$ cat config.mk
export PLATFORM = sky130hd
export DESIGN_NAME = ct_ciu_l2csr_arb
export DESIGN_NICKNAME = d
export VERILOG_FILES = /design/src/rtl/ct_ciu_l2csr_pkg.sv /design/src/rtl/ct_ciu_l2csr_rr_pick.sv /design/src/rtl/ct_ciu_l2csr_arb.sv
export SDC_FILE = /design/constraint.sdc
export NUM_CORES = 1
export LEC_CHECK = 0
export ABC_AREA = 1
export CORE_AREA = 4 4 261 263
export DETAILED_ROUTE_END_ITERATION = 10
export DIE_AREA = 0 0 265 267
export GPL_TIMING_DRIVEN = 0
export PLACE_DENSITY = 0.6
export SLEW_MARGIN = 15
export SYNTH_ARGS = -nofsm -noshare
export SYNTH_HDL_FRONTEND = slang
export SYNTH_HIERARCHICAL = 1
export SYNTH_SLANG_ARGS = --single-unit
export TNS_END_PERCENT = 50
$ cat constraint.sdc
create_clock -name forever_cpuclk -period 7.4 [get_ports forever_cpuclk]
set_input_delay 1.48 -clock forever_cpuclk [delete_from_list [all_inputs] [get_ports forever_cpuclk]]
set_output_delay 1.48 -clock forever_cpuclk [all_outputs]
set_load 0.02 [all_outputs]
$ cat src/rtl/ct_ciu_l2csr_pkg.sv
// Shared types and constants for the L2 CSR read-channel arbiter:
// FSM encoding, payload field map and bus widths.
package ct_ciu_l2csr_pkg;

   localparam int PLD_W   = 80;
   localparam int RDATA_W = 128;

   // payload field positions
   localparam int PLD_DCA_BIT = 79;
   localparam int PLD_REG_HI  = 75;
   localparam int PLD_REG_LO  = 68;
   localparam int PLD_RID_HI  = 31;
   localparam int PLD_RID_LO  = 28;
   localparam int PLD_WAY_HI  = 24;
   localparam int PLD_WAY_LO  = 21;
   localparam int PLD_IDX_HI  = 20;
   localparam int PLD_IDX_LO  = 0;

   typedef enum logic [1:0] {
      ST_IDLE  = 2'd0,
      ST_ISSUE = 2'd1,
      ST_WAIT  = 2'd2,
      ST_RESP  = 2'd3
   } arb_state_e;

endpackage

$ cat src/rtl/ct_ciu_l2csr_rr_pick.sv
// Combinational round-robin picker: first pending core at or above rr_ptr, wrapping.
module ct_ciu_l2csr_rr_pick #(
   parameter int NUM_CORE = 4,
   parameter int PW       = 2
) (
   input  logic [NUM_CORE-1:0] pend_vld,
   input  logic [PW-1:0]       rr_ptr,
   output logic [NUM_CORE-1:0] gnt,
   output logic [PW-1:0]       gnt_idx,
   output logic                vld
);

   int          j;
   logic [PW-1:0] jj;

   always_comb begin
      gnt     = '0;
      gnt_idx = '0;
      vld     = 1'b0;
      j       = 0;
      jj      = '0;
      for (int k = 0; k < NUM_CORE; k++) begin
         j = int'(rr_ptr) + k;
         if (j >= NUM_CORE) j = j - NUM_CORE;
         jj = PW'(j);
         if (!vld && pend_vld[jj]) begin
            vld     = 1'b1;
            gnt[jj] = 1'b1;
            gnt_idx = jj;
         end
      end
   end

endmodule

$ cat src/rtl/ct_ciu_l2csr_arb.sv
// Round-robin arbiter sharing the CIU L2 CSR read channel among NUM_CORE cores.
// Optional forced completion on WAIT timeout under macro CT_L2CSR_TIMEOUT_EN.
//
// state | meaning
// IDLE  | no request in flight; grant next pending core if any
// ISSUE | one-cycle downstream sel pulse for the granted request
// WAIT  | waiting for downstream completion (or timeout if enabled)
// RESP  | one-cycle completion pulse and rdata back to granted core
module ct_ciu_l2csr_arb
   import ct_ciu_l2csr_pkg::*;
#(
   parameter int NUM_CORE    = 4,
   parameter int TIMEOUT_CYC = 1023
) (
   input  logic                      forever_cpuclk,
   input  logic                      cpurst_b,
   input  logic [NUM_CORE-1:0]       ibiu_arb_csr_sel,
   input  logic [NUM_CORE*PLD_W-1:0] ibiu_arb_csr_wdata,
   output logic [NUM_CORE-1:0]       arb_ibiu_csr_cmplt,
   output logic [RDATA_W-1:0]        arb_ibiu_csr_rdata,
   output logic                      arb_ciu_csr_sel,
   output logic [PLD_W-1:0]          arb_ciu_csr_wdata,
   input  logic                      ciu_arb_csr_cmplt,
   input  logic [RDATA_W-1:0]        ciu_arb_csr_rdata,
   output logic                      arb_busy,
   output logic                      arb_proto_err,
   output logic                      arb_timeout
);

   localparam int PW = (NUM_CORE > 1) ? $clog2(NUM_CORE) : 1;

   arb_state_e          state_q, state_d;
   logic [NUM_CORE-1:0] pend_vld_q, pend_vld_d;
   logic [PLD_W-1:0]    pend_pld_q [NUM_CORE];
   logic [PLD_W-1:0]    pend_pld_d [NUM_CORE];
   logic [NUM_CORE-1:0] gnt_q, gnt_d;
   logic [PW-1:0]       gnt_idx_q, gnt_idx_d;
   logic [PW-1:0]       rr_ptr_q, rr_ptr_d;
   logic [PLD_W-1:0]    wdata_q, wdata_d;
   logic [RDATA_W-1:0]  rdata_q, rdata_d;
   logic                proto_err_q, proto_err_d;

   logic [NUM_CORE-1:0] pick_gnt;
   logic [PW-1:0]       pick_idx;
   logic                pick_vld;
   logic [NUM_CORE-1:0] clr, pend_kept, cap;
   logic                spur;

`ifdef CT_L2CSR_TIMEOUT_EN
   localparam logic [9:0] TO_LIM = 10'(TIMEOUT_CYC);
   logic [9:0] to_cnt_q, to_cnt_d;
   logic       to_flag_q, to_flag_d;
`endif

   ct_ciu_l2csr_rr_pick #(.NUM_CORE(NUM_CORE), .PW(PW)) u_rr_pick (
      .pend_vld (pend_vld_q),
      .rr_ptr   (rr_ptr_q),
      .gnt      (pick_gnt),
      .gnt_idx  (pick_idx),
      .vld      (pick_vld)
   );

   always_comb begin
      state_d   = state_q;
      gnt_d     = gnt_q;
      gnt_idx_d = gnt_idx_q;
      rr_ptr_d  = rr_ptr_q;
      wdata_d   = wdata_q;
      rdata_d   = rdata_q;
      clr       = '0;
`ifdef CT_L2CSR_TIMEOUT_EN
      to_flag_d = 1'b0;
      to_cnt_d  = (state_q == ST_WAIT) ? to_cnt_q + 10'd1 : 10'd0;
`endif
      case (state_q)
         ST_IDLE: begin
            if (pick_vld) begin
               gnt_d     = pick_gnt;
               gnt_idx_d = pick_idx;
               wdata_d   = pend_pld_q[pick_idx];
               state_d   = ST_ISSUE;
            end
         end
         ST_ISSUE: state_d = ST_WAIT;
         ST_WAIT: begin
            if (ciu_arb_csr_cmplt) begin
               rdata_d = ciu_arb_csr_rdata;
               state_d = ST_RESP;
            end
`ifdef CT_L2CSR_TIMEOUT_EN
            else if (to_cnt_q == TO_LIM) begin
               rdata_d   = '1;
               to_flag_d = 1'b1;
               state_d   = ST_RESP;
            end
`endif
         end
         ST_RESP: begin
            clr      = gnt_q;
            rr_ptr_d = (gnt_idx_q == PW'(NUM_CORE - 1)) ? '0 : gnt_idx_q + 1'b1;
            state_d  = ST_IDLE;
         end
         default: state_d = ST_IDLE;
      endcase

      // the completing core's bit frees up this cycle, so a new sel for it is captured
      pend_kept  = pend_vld_q & ~clr;
      cap        = ibiu_arb_csr_sel & ~pend_kept;
      pend_vld_d = pend_kept | cap;
      for (int i = 0; i < NUM_CORE; i++) begin
         pend_pld_d[i] = cap[i] ? ibiu_arb_csr_wdata[i*PLD_W +: PLD_W] : pend_pld_q[i];
      end

      spur        = ciu_arb_csr_cmplt && (state_q != ST_WAIT);
      proto_err_d = spur | (|(ibiu_arb_csr_sel & pend_kept));
   end

   always_ff @(posedge forever_cpuclk) begin
      if (!cpurst_b) begin
         state_q     <= ST_IDLE;
         pend_vld_q  <= '0;
         gnt_q       <= '0;
         gnt_idx_q   <= '0;
         rr_ptr_q    <= '0;
         proto_err_q <= 1'b0;
`ifdef CT_L2CSR_TIMEOUT_EN
         to_cnt_q    <= '0;
         to_flag_q   <= 1'b0;
`endif
      end else begin
         state_q     <= state_d;
         pend_vld_q  <= pend_vld_d;
         gnt_q       <= gnt_d;
         gnt_idx_q   <= gnt_idx_d;
         rr_ptr_q    <= rr_ptr_d;
         proto_err_q <= proto_err_d;
`ifdef CT_L2CSR_TIMEOUT_EN
         to_cnt_q    <= to_cnt_d;
         to_flag_q   <= to_flag_d;
`endif
      end
   end

   always_ff @(posedge forever_cpuclk) begin
      pend_pld_q <= pend_pld_d;
      wdata_q    <= wdata_d;
      rdata_q    <= rdata_d;
   end

   // data registers are not reset, so outputs are gated by state to read 0 when idle
   assign arb_ciu_csr_sel    = (state_q == ST_ISSUE);
   assign arb_ciu_csr_wdata  = (state_q != ST_IDLE) ? wdata_q : '0;
   assign arb_ibiu_csr_cmplt = (state_q == ST_RESP) ? gnt_q : '0;
   assign arb_ibiu_csr_rdata = (state_q == ST_RESP) ? rdata_q : '0;
   assign arb_busy           = (|pend_vld_q) | (state_q != ST_IDLE);
   assign arb_proto_err      = proto_err_q;
`ifdef CT_L2CSR_TIMEOUT_EN
   assign arb_timeout        = to_flag_q;
`else
   assign arb_timeout        = 1'b0;
`endif

endmodule

==> results of run 1 <==
routing by layer:
layer / track usage (%) / part of all wire [%] / vias to the layer above
met4: 5.93 / 2.8 / 12
li1: - / - / 6986
met3: 6.18 / 8.7 / 115
met2: 35.7 / 53 / 630
met1: 20.5 / 36 / 7230
met5: 0 / 0.13 / -
sequential cells by signal (all words and copies together), names as in the netlist:
signal	flops
rdata_q	128
rr_ptr_q	2
arb_proto_err	1
gnt_q	4
wdata_q	80
pend_pld_q	320
state_q	2
gnt_idx_q	2
pend_vld_q	4
final timing paths:
kind / startpoint / end / slack, ps / cells past startpoint
max: state_q[0]$_SDFFE_PN0P_ / arb_ciu_csr_wdata[53] / 3090 / 6
min: gnt_q[3]$_SDFFE_PN0P_ / gnt_q[3]$_SDFFE_PN0P_ / 490 / 2
max reg2reg: rr_ptr_q[0]$_SDFFE_PN0N_ / wdata_q[11]$_DFFE_PP_ / 4030 / 12
min reg2reg: gnt_q[3]$_SDFFE_PN0P_ / gnt_q[3]$_SDFFE_PN0P_ / 490 / 2
cell usage in the layout (no fill, tap or decap), drive strengths merged:
cell	count
clkdlybuf4s50	668
edfxtp	528
nor2	256
inv	235
o21ai	169
nand2	167
clkbuf	96
o22ai	80
buf	75
nand3	21
clkinv	21
a21oi	20
dfxtp	15
diode	13
ha	11
nand4	7
bufinv	4
a21boi	4
nor4	1
nor3	1
conb	1
layout make-up:
cell class | count | area share, %
inverters | 235 | 2.90
diodes | 13 | 0.105
plain buffers | 79 | 1.68
flip-flops and latches | 543 | 52.1
multi-input cells | 738 | 11.2
well taps | 864 | 3.48
clock inverters | 25 | 0.698
repair buffers | 686 | 23.0
clock buffers | 74 | 4.94
where the power goes:
part | switching [mW] | leakage, nW | internal (mW) | total [mW]
Sequential | 0.134 | 5.11 | 4.08 | 4.22
Clock | 1.15 | 0.854 | 1.58 | 2.73
Combinational | 2.54 | 6.09 | 1.54 | 4.09
critical path, delay by kind of cell, from the launching register on:
kind                       cells  cell delay (ps)
buffers and inverters          4             1480
DFF                            1              360
adders and majority gates      1              220
and+or+nand+nor                1              160
cells by family after synthesis:
group,after synthesis
buffers and inverters,314
DFF,543
adders and majority gates,11
other,1
AOI/OAI and AO/OA,273
and+or+nand+nor,453
==> summary.txt, run 1 <==
Die
  – Full die area: 70800 sq um
  – I/O pins: approximately 670
  – Die Ht: 267 um
  – Starting density of the core: between 30% and 40%
  – Cell Rows: 94
  – Core Region: roughly 66000 sq um
  – Die W: approximately 270 um

Synthesis
  – Synth Instances: ~1600
  – Adder-cell share of the synthesized area: less than 1%
  – Number of synthesized flops with an enable pin: 528
  – Cell variety after synth: 31
  – Simple-gate share of the synthesized area: under 10%
  – Main combinational cell family by area after synthesis: simple AND/OR/NAND/NOR gates
  – Count leader, synth: edfxtp_1
  – Sequential-to-total area share from yosys stat: 77.0%
  – Mux share of post-synthesis cell area: 0%
  – #FFs+latches synth: about 540
  – Ys flop type: edfxtp_1
  – Syn_nets: a little over 2000
  – Top cell type's share of synthesized area: between 70% and 80%
  – Synth Area in Compound Gates: under 10%
  – Xor/xnor cell area share of the yosys netlist: 0%
  – Syn avg cell area: ~13 sq um
  – Yosys top cell by area: edfxtp_1
  – Post-synth ARST share: 0%
  – Synth top area cells: edfxtp_1, nor2_1, inv_1, o21ai_0, nand2_1
  – Post-synth top cells: edfxtp_1, nor2_1, inv_1
  – Syn Std Cell Area: approximately 21000 sq um
  – Yosys warnings: 6

Placement
  – Routability cong.: just under 1
  – DP HPWL: 54200 um
  – Placed Cells: around 3100
  – Placed cell areas: approximately 29000 sq um
  – Dpl ws: about 3400 ps
  – Count of buffers from port buffering: around 670

STA
  – Setup TNS: 0 ps
  – Final WS setup: about 3100 ps
  – Slew Viols, Final: 0
  – # setup viols final: 0
  – Final hold viol count: 0
  – Fmax: around 230 MHz
  – Clock Skew: 18.1 ps
  – Slew @ Worst Pin: approximately 880 ps
  – Final period utilization: around three fifths
  – Hold slack: ~500 ps
  – Minimum clock period: ~4300 ps
  – Max_slew headroom: about 41%
  – RSZ-0062 raised after global routing: false

Power
  – Final Power: 11.0 mW
  – Worst vdd ir: approximately 0.00028 V
  – PwrDens: between 300 and 400 nW/um^2
  – P_leak: 12.1 nW

Worst setup path
  – Worst setup EP type: output pin
  – Crit-path most repeated cell: buf_2
  – Worst endpoint required time: 5920 ps
  – WS Path Type: reg2out
  – Worst-path cell chain: inv_1 -> ha_1 -> buf_2 -> buf_2 -> nor2_1 -> clkdlybuf4s50_1
  – Critical path fanouts, max: 10
  – Slowest CP cell: clkdlybuf4s50_1
  – Critical path startpoint category: flop
  – CP max stage delay: approximately 820 ps
  – Crit path DAT: 2830 ps

Finish
  – Final core occ: a little under half
  – Area grow syn2layout: 47.9%
  – Final net count: ~2800
  – Fin area: between 30000 and 40000 sq um
  – Layout cells sized above 1: roughly 7.3%
  – Multi-input gate area: 3460 sq um
  – Finished Layout Cells: roughly 3300
  – Sequential cell area: ~16000 sq um
  – Filler Cell Count: between 5000 and 6000

Drt
  – DRC Markers: 0
  – Routed via count: approximately 15000
  – First-pass iteration count of the detailed router: 5
  – Drt wl/cell: between 20 and 25 um
  – Post-route ant nets: 0
  – Final wirelength: ~71000 um
  – Iteration-0 DRC Markers: roughly 1100
  – Via density: around 4.6

Clock network
  – Clock transition at path regs: approximately 60 ps
  – Clock Latency Late Sink: 600 ps
  – CTS Hold Bufs: 0
  – CTS max path bufs: 3
  – Cts bufs inserted: between 50 and 60
  – Clk sink count: approximately 540
  – H-Tree Level Count: 2
  – Postcts setup bufs: 0
  – Post-CTS Resized: 0
  – Clk root buf: clkbuf_16
  – CTS tree: built

Global route
  – Vias in the first global route: 16100
  – Gr ovfl total: 0
  – Antenna violations before repair: 19
  – Largest net degree at the start of global routing: slightly below 90
  – Global-route wire length before repair: around 100000 um
  – GRT Util Overall: a little under a fifth

Job
  – Max Cap Violations: 0

Run status
  – Status: finished, final reports clean

Hold path
  – HP Class: reg2reg
Power figures use the tool's default switching activity.
==> run 2, diff against run 1 <==
--- a/config.mk
+++ b/config.mk
@@ -6,11 +6,11 @@
 export NUM_CORES = 1
 export LEC_CHECK = 0
 export ABC_AREA = 1
-export CORE_AREA = 4 4 261 263
+export CORE_AREA = 4 4 257 259
 export DETAILED_ROUTE_END_ITERATION = 10
-export DIE_AREA = 0 0 265 267
+export DIE_AREA = 0 0 261 263
 export GPL_TIMING_DRIVEN = 0
-export PLACE_DENSITY = 0.6
+export PLACE_DENSITY = 0.64
 export SLEW_MARGIN = 15
 export SYNTH_ARGS = -nofsm -noshare
 export SYNTH_HDL_FRONTEND = slang
==> constraint.sdc (replaced) <==
create_clock -name forever_cpuclk -period 3.94 [get_ports forever_cpuclk]
set_input_delay 0.788 -clock forever_cpuclk [delete_from_list [all_inputs] [get_ports forever_cpuclk]]
set_output_delay 0.788 -clock forever_cpuclk [all_outputs]
set_load 0.02 [all_outputs]
==> run 2 against run 1 <==
  * Die area is 3.0% lower
  * Final area hardly changed
  * Global-route usage grew 0.42 points
  * Sequential power grew 88%
  * Via count up 0.48%
  * Sequential cell count is the same
  * Final cell count is essentially flat
  * Non-clock buffer count increased by 1
  * Hold slack worse by 1.8 ps
  * Combinational power increased by 90%
  * Critical path type unchanged
  * Largest cell class unchanged
  * Largest power group unchanged
==> summary.txt, run 2 (synthesis gave the netlist of run 1 again) <==
STA
  – Fmax: between 200 and 300 MHz
  – # setup viols final: 0 (unchanged)
  – RSZ-0062 raised after global routing: false
  – Minimum clock period: 3690 ps
  – Setup TNS: 0 ps (unchanged)
  – Final hold viol count: 0 (unchanged)
  – Clock Skew: 25.3 ps (+7.18 ps)
  – Slew @ Worst Pin: 771 ps (-107 ps)
  – Max_slew headroom: 48.5% (+7.2 points)
  – Final WS setup: 251 ps (-2840 ps)
  – Slew Viols, Final: 0 (unchanged)
  – Final period utilization: a little over nine tenths

Die
  – Starting density of the core: 32.8% (+0.87 points)
  – Cell Rows: 93 (-1.1%)
  – Full die area: 68600 sq um (-3.0%)
  – Die W: 261 um (-1.5%)
  – Die Ht: 263 um (-1.5%)
  – I/O pins: 671 (unchanged)
  – Core Region: 63900 sq um (-2.7%)

Worst setup path
  – CP max stage delay: 680 ps (-140 ps)
  – Critical path fanouts, max: 10 (unchanged)
  – Crit-path most repeated cell: buf_2
  – Worst-path cell chain: inv_1 -> ha_1 -> buf_2 -> buf_2 -> nor2_1 -> clkdlybuf4s50_1
  – WS Path Type: reg2out
  – Worst setup EP type: output pin
  – Slowest CP cell: clkdlybuf4s50_1
  – Critical path startpoint category: flop
  – Crit path DAT: 2900 ps (+70 ps)
  – Worst endpoint required time: 3150 ps (-2770 ps)

Drt
  – DRC Markers: 0 (unchanged)
  – Post-route ant nets: 0 (unchanged)
  – First-pass iteration count of the detailed router: 5 (unchanged)
  – Via density: 4.62 (+0.57%)
  – Iteration-0 DRC Markers: 1101 (-2.1%)
  – Final wirelength: 70200 um (-0.79%)
  – Routed via count: 15000 (+0.48%)
  – Drt wl/cell: 21.6 um (-0.70%)

Power
  – PwrDens: 665 nW/um^2 (+87%)
  – Combinational share of power: 37.5% (+0.5 points)
  – P_leak: 12.1 nW (about the same)
  – Clock Power Share: 24.1% (-0.7 points)
  – Internal power: 13.4 mW (+85%)
  – Worst vdd ir: 0.000395 V (+40%)
  – Seq pwr share: 38.3% (about the same)
  – Sw Share: 35.3% (+0.63 points)
  – Switching pwr: 7.30 mW (+91%)

Clock network
  – CTS max path bufs: 3 (unchanged)
  – Cts bufs inserted: 57 (unchanged)
  – Clk root buf: clkbuf_16
  – Clock transition at path regs: 60 ps (about the same)
  – H-Tree Level Count: 2 (unchanged)
  – CTS Hold Bufs: 0 (unchanged)
  – Clock Latency Late Sink: 600 ps (about the same)
  – Clk sink count: 543 (unchanged)
  – CTS tree: built

Global route
  – Antenna violations before repair: 32 (+13)
  – Largest net degree at the start of global routing: 85 (-4.5%)
  – Vias in the first global route: 15700 (-2.5%)
  – GRT Util Overall: 19.5% (+0.42 points)
  – Global-route wire length before repair: 99300 um (-1.8%)
  – Gr ovfl total: 0 (unchanged)

Finish
  – Commonest non-fill, non-tap cells in the layout: clkdlybuf4s50_1, edfxtp_1, nor2_1
  – Commonest non-fill, non-tap cell in the layout: clkdlybuf4s50_1
  – Area grow syn2layout: 48.0% (about the same)
  – Final net count: 2807 (+0.036%)
  – Largest registers: pend_pld_q x320, rdata_q x128, wdata_q x80
  – Reg with most FFs: pend_pld_q
  – Layout cells sized above 1: 7.46% (+0.19 points)
  – Largest register FFs: 320 (unchanged)
  – Filler Cell Count: 5540 (-5.4%)

Placement
  – Count of buffers from port buffering: 668 (unchanged)
  – Dpl ws: 500 ps (-2880 ps)
  – DP HPWL: 53500 um (-1.3%)
  – Routability cong.: 0.855 (-12%)

Run status
  – Status: finished, final reports clean

Job
  – Max Cap Violations: 0 (unchanged)

Hold path
  – HP Class: reg2reg
[run 2: power groups by stage]
stage	logic [mW]	registers, mW	clock network (mW)
after floorplan	4.17	8.03	0
after global placement	7.47	8.12	0
after detailed placement	7.83	8.04	0
after CTS	7.88	7.92	5.12
after global routing	8.42	7.99	5.36
final	7.76	7.92	4.99
[run 2: timing repair]
| action | 4_1_cts | 5_1_grt |
|---|---|---|
| gates resized for setup | 0 | 1 |
| setup buffers | 0 | 0 |
| setup endpoints to repair | 0 | 1 |
[run 2: layout make-up]
cell class,count,area (sq um),area share (%)
Antenna cell,14,35.0,0.113
Buffer,79,520,1.68
Clock buffer,70,1480,4.75
Clock inverter,33,248,0.798
Inverter,235,900,2.90
Multi-Input combinational cell,738,3460,11.2
Sequential cell,543,16200,52.0
Tap cell,855,1070,3.44
Timing Repair Buffer,687,7190,23.1
[run 2: worst max-delay path: cells and delay by family, from the launching register on]
family / cells / cell delay, ps
flops: 1 / 360
buf+inv: 4 / 1360
fa+ha+maj: 1 / 220
simple gates: 1 / 350
[run 2: final timing paths]
| kind | start | to | slack (ps) | cells after the start |
|---|---|---|---|---|
| setup / recovery | state_q[0]$_SDFFE_PN0P_ | arb_ciu_csr_wdata[56] | 250 | 6 |
| hold / removal | gnt_q[2]$_SDFFE_PN0P_ | gnt_q[2]$_SDFFE_PN0P_ | 490 | 2 |
| setup reg to reg | rr_ptr_q[0]$_SDFFE_PN0N_ | wdata_q[53]$_DFFE_PP_ | 380 | 13 |
| hold reg to reg | gnt_q[2]$_SDFFE_PN0P_ | gnt_q[2]$_SDFFE_PN0P_ | 490 | 2 |
[run 2: metal layers]
metal	up-vias	GRT usage (%)	routed length, um
li1	6993	-	-
met1	7187	20.4	23700
met2	706	35.4	36200
met3	135	7.74	7720
met4	24	6.78	2390
met5	-	0	171
[run 2: through the flow]
stage | std cells | cell area, sq um | power (mW) | utilization, % | hold WS, ps
finish | 3254 | 31100 | 20.7 | 48.6 | 492
global route | 3247 | 31000 | 21.8 | 48.6 | 522
CTS | 3240 | 31000 | 20.9 | 48.6 | 494
detailed placement | 3137 | 29300 | 15.9 | 45.9 | 481
global placement | 3118 | 28700 | 15.6 | 45.0 | 470
floorplan | 1595 | 21000 | 12.2 | - | 455
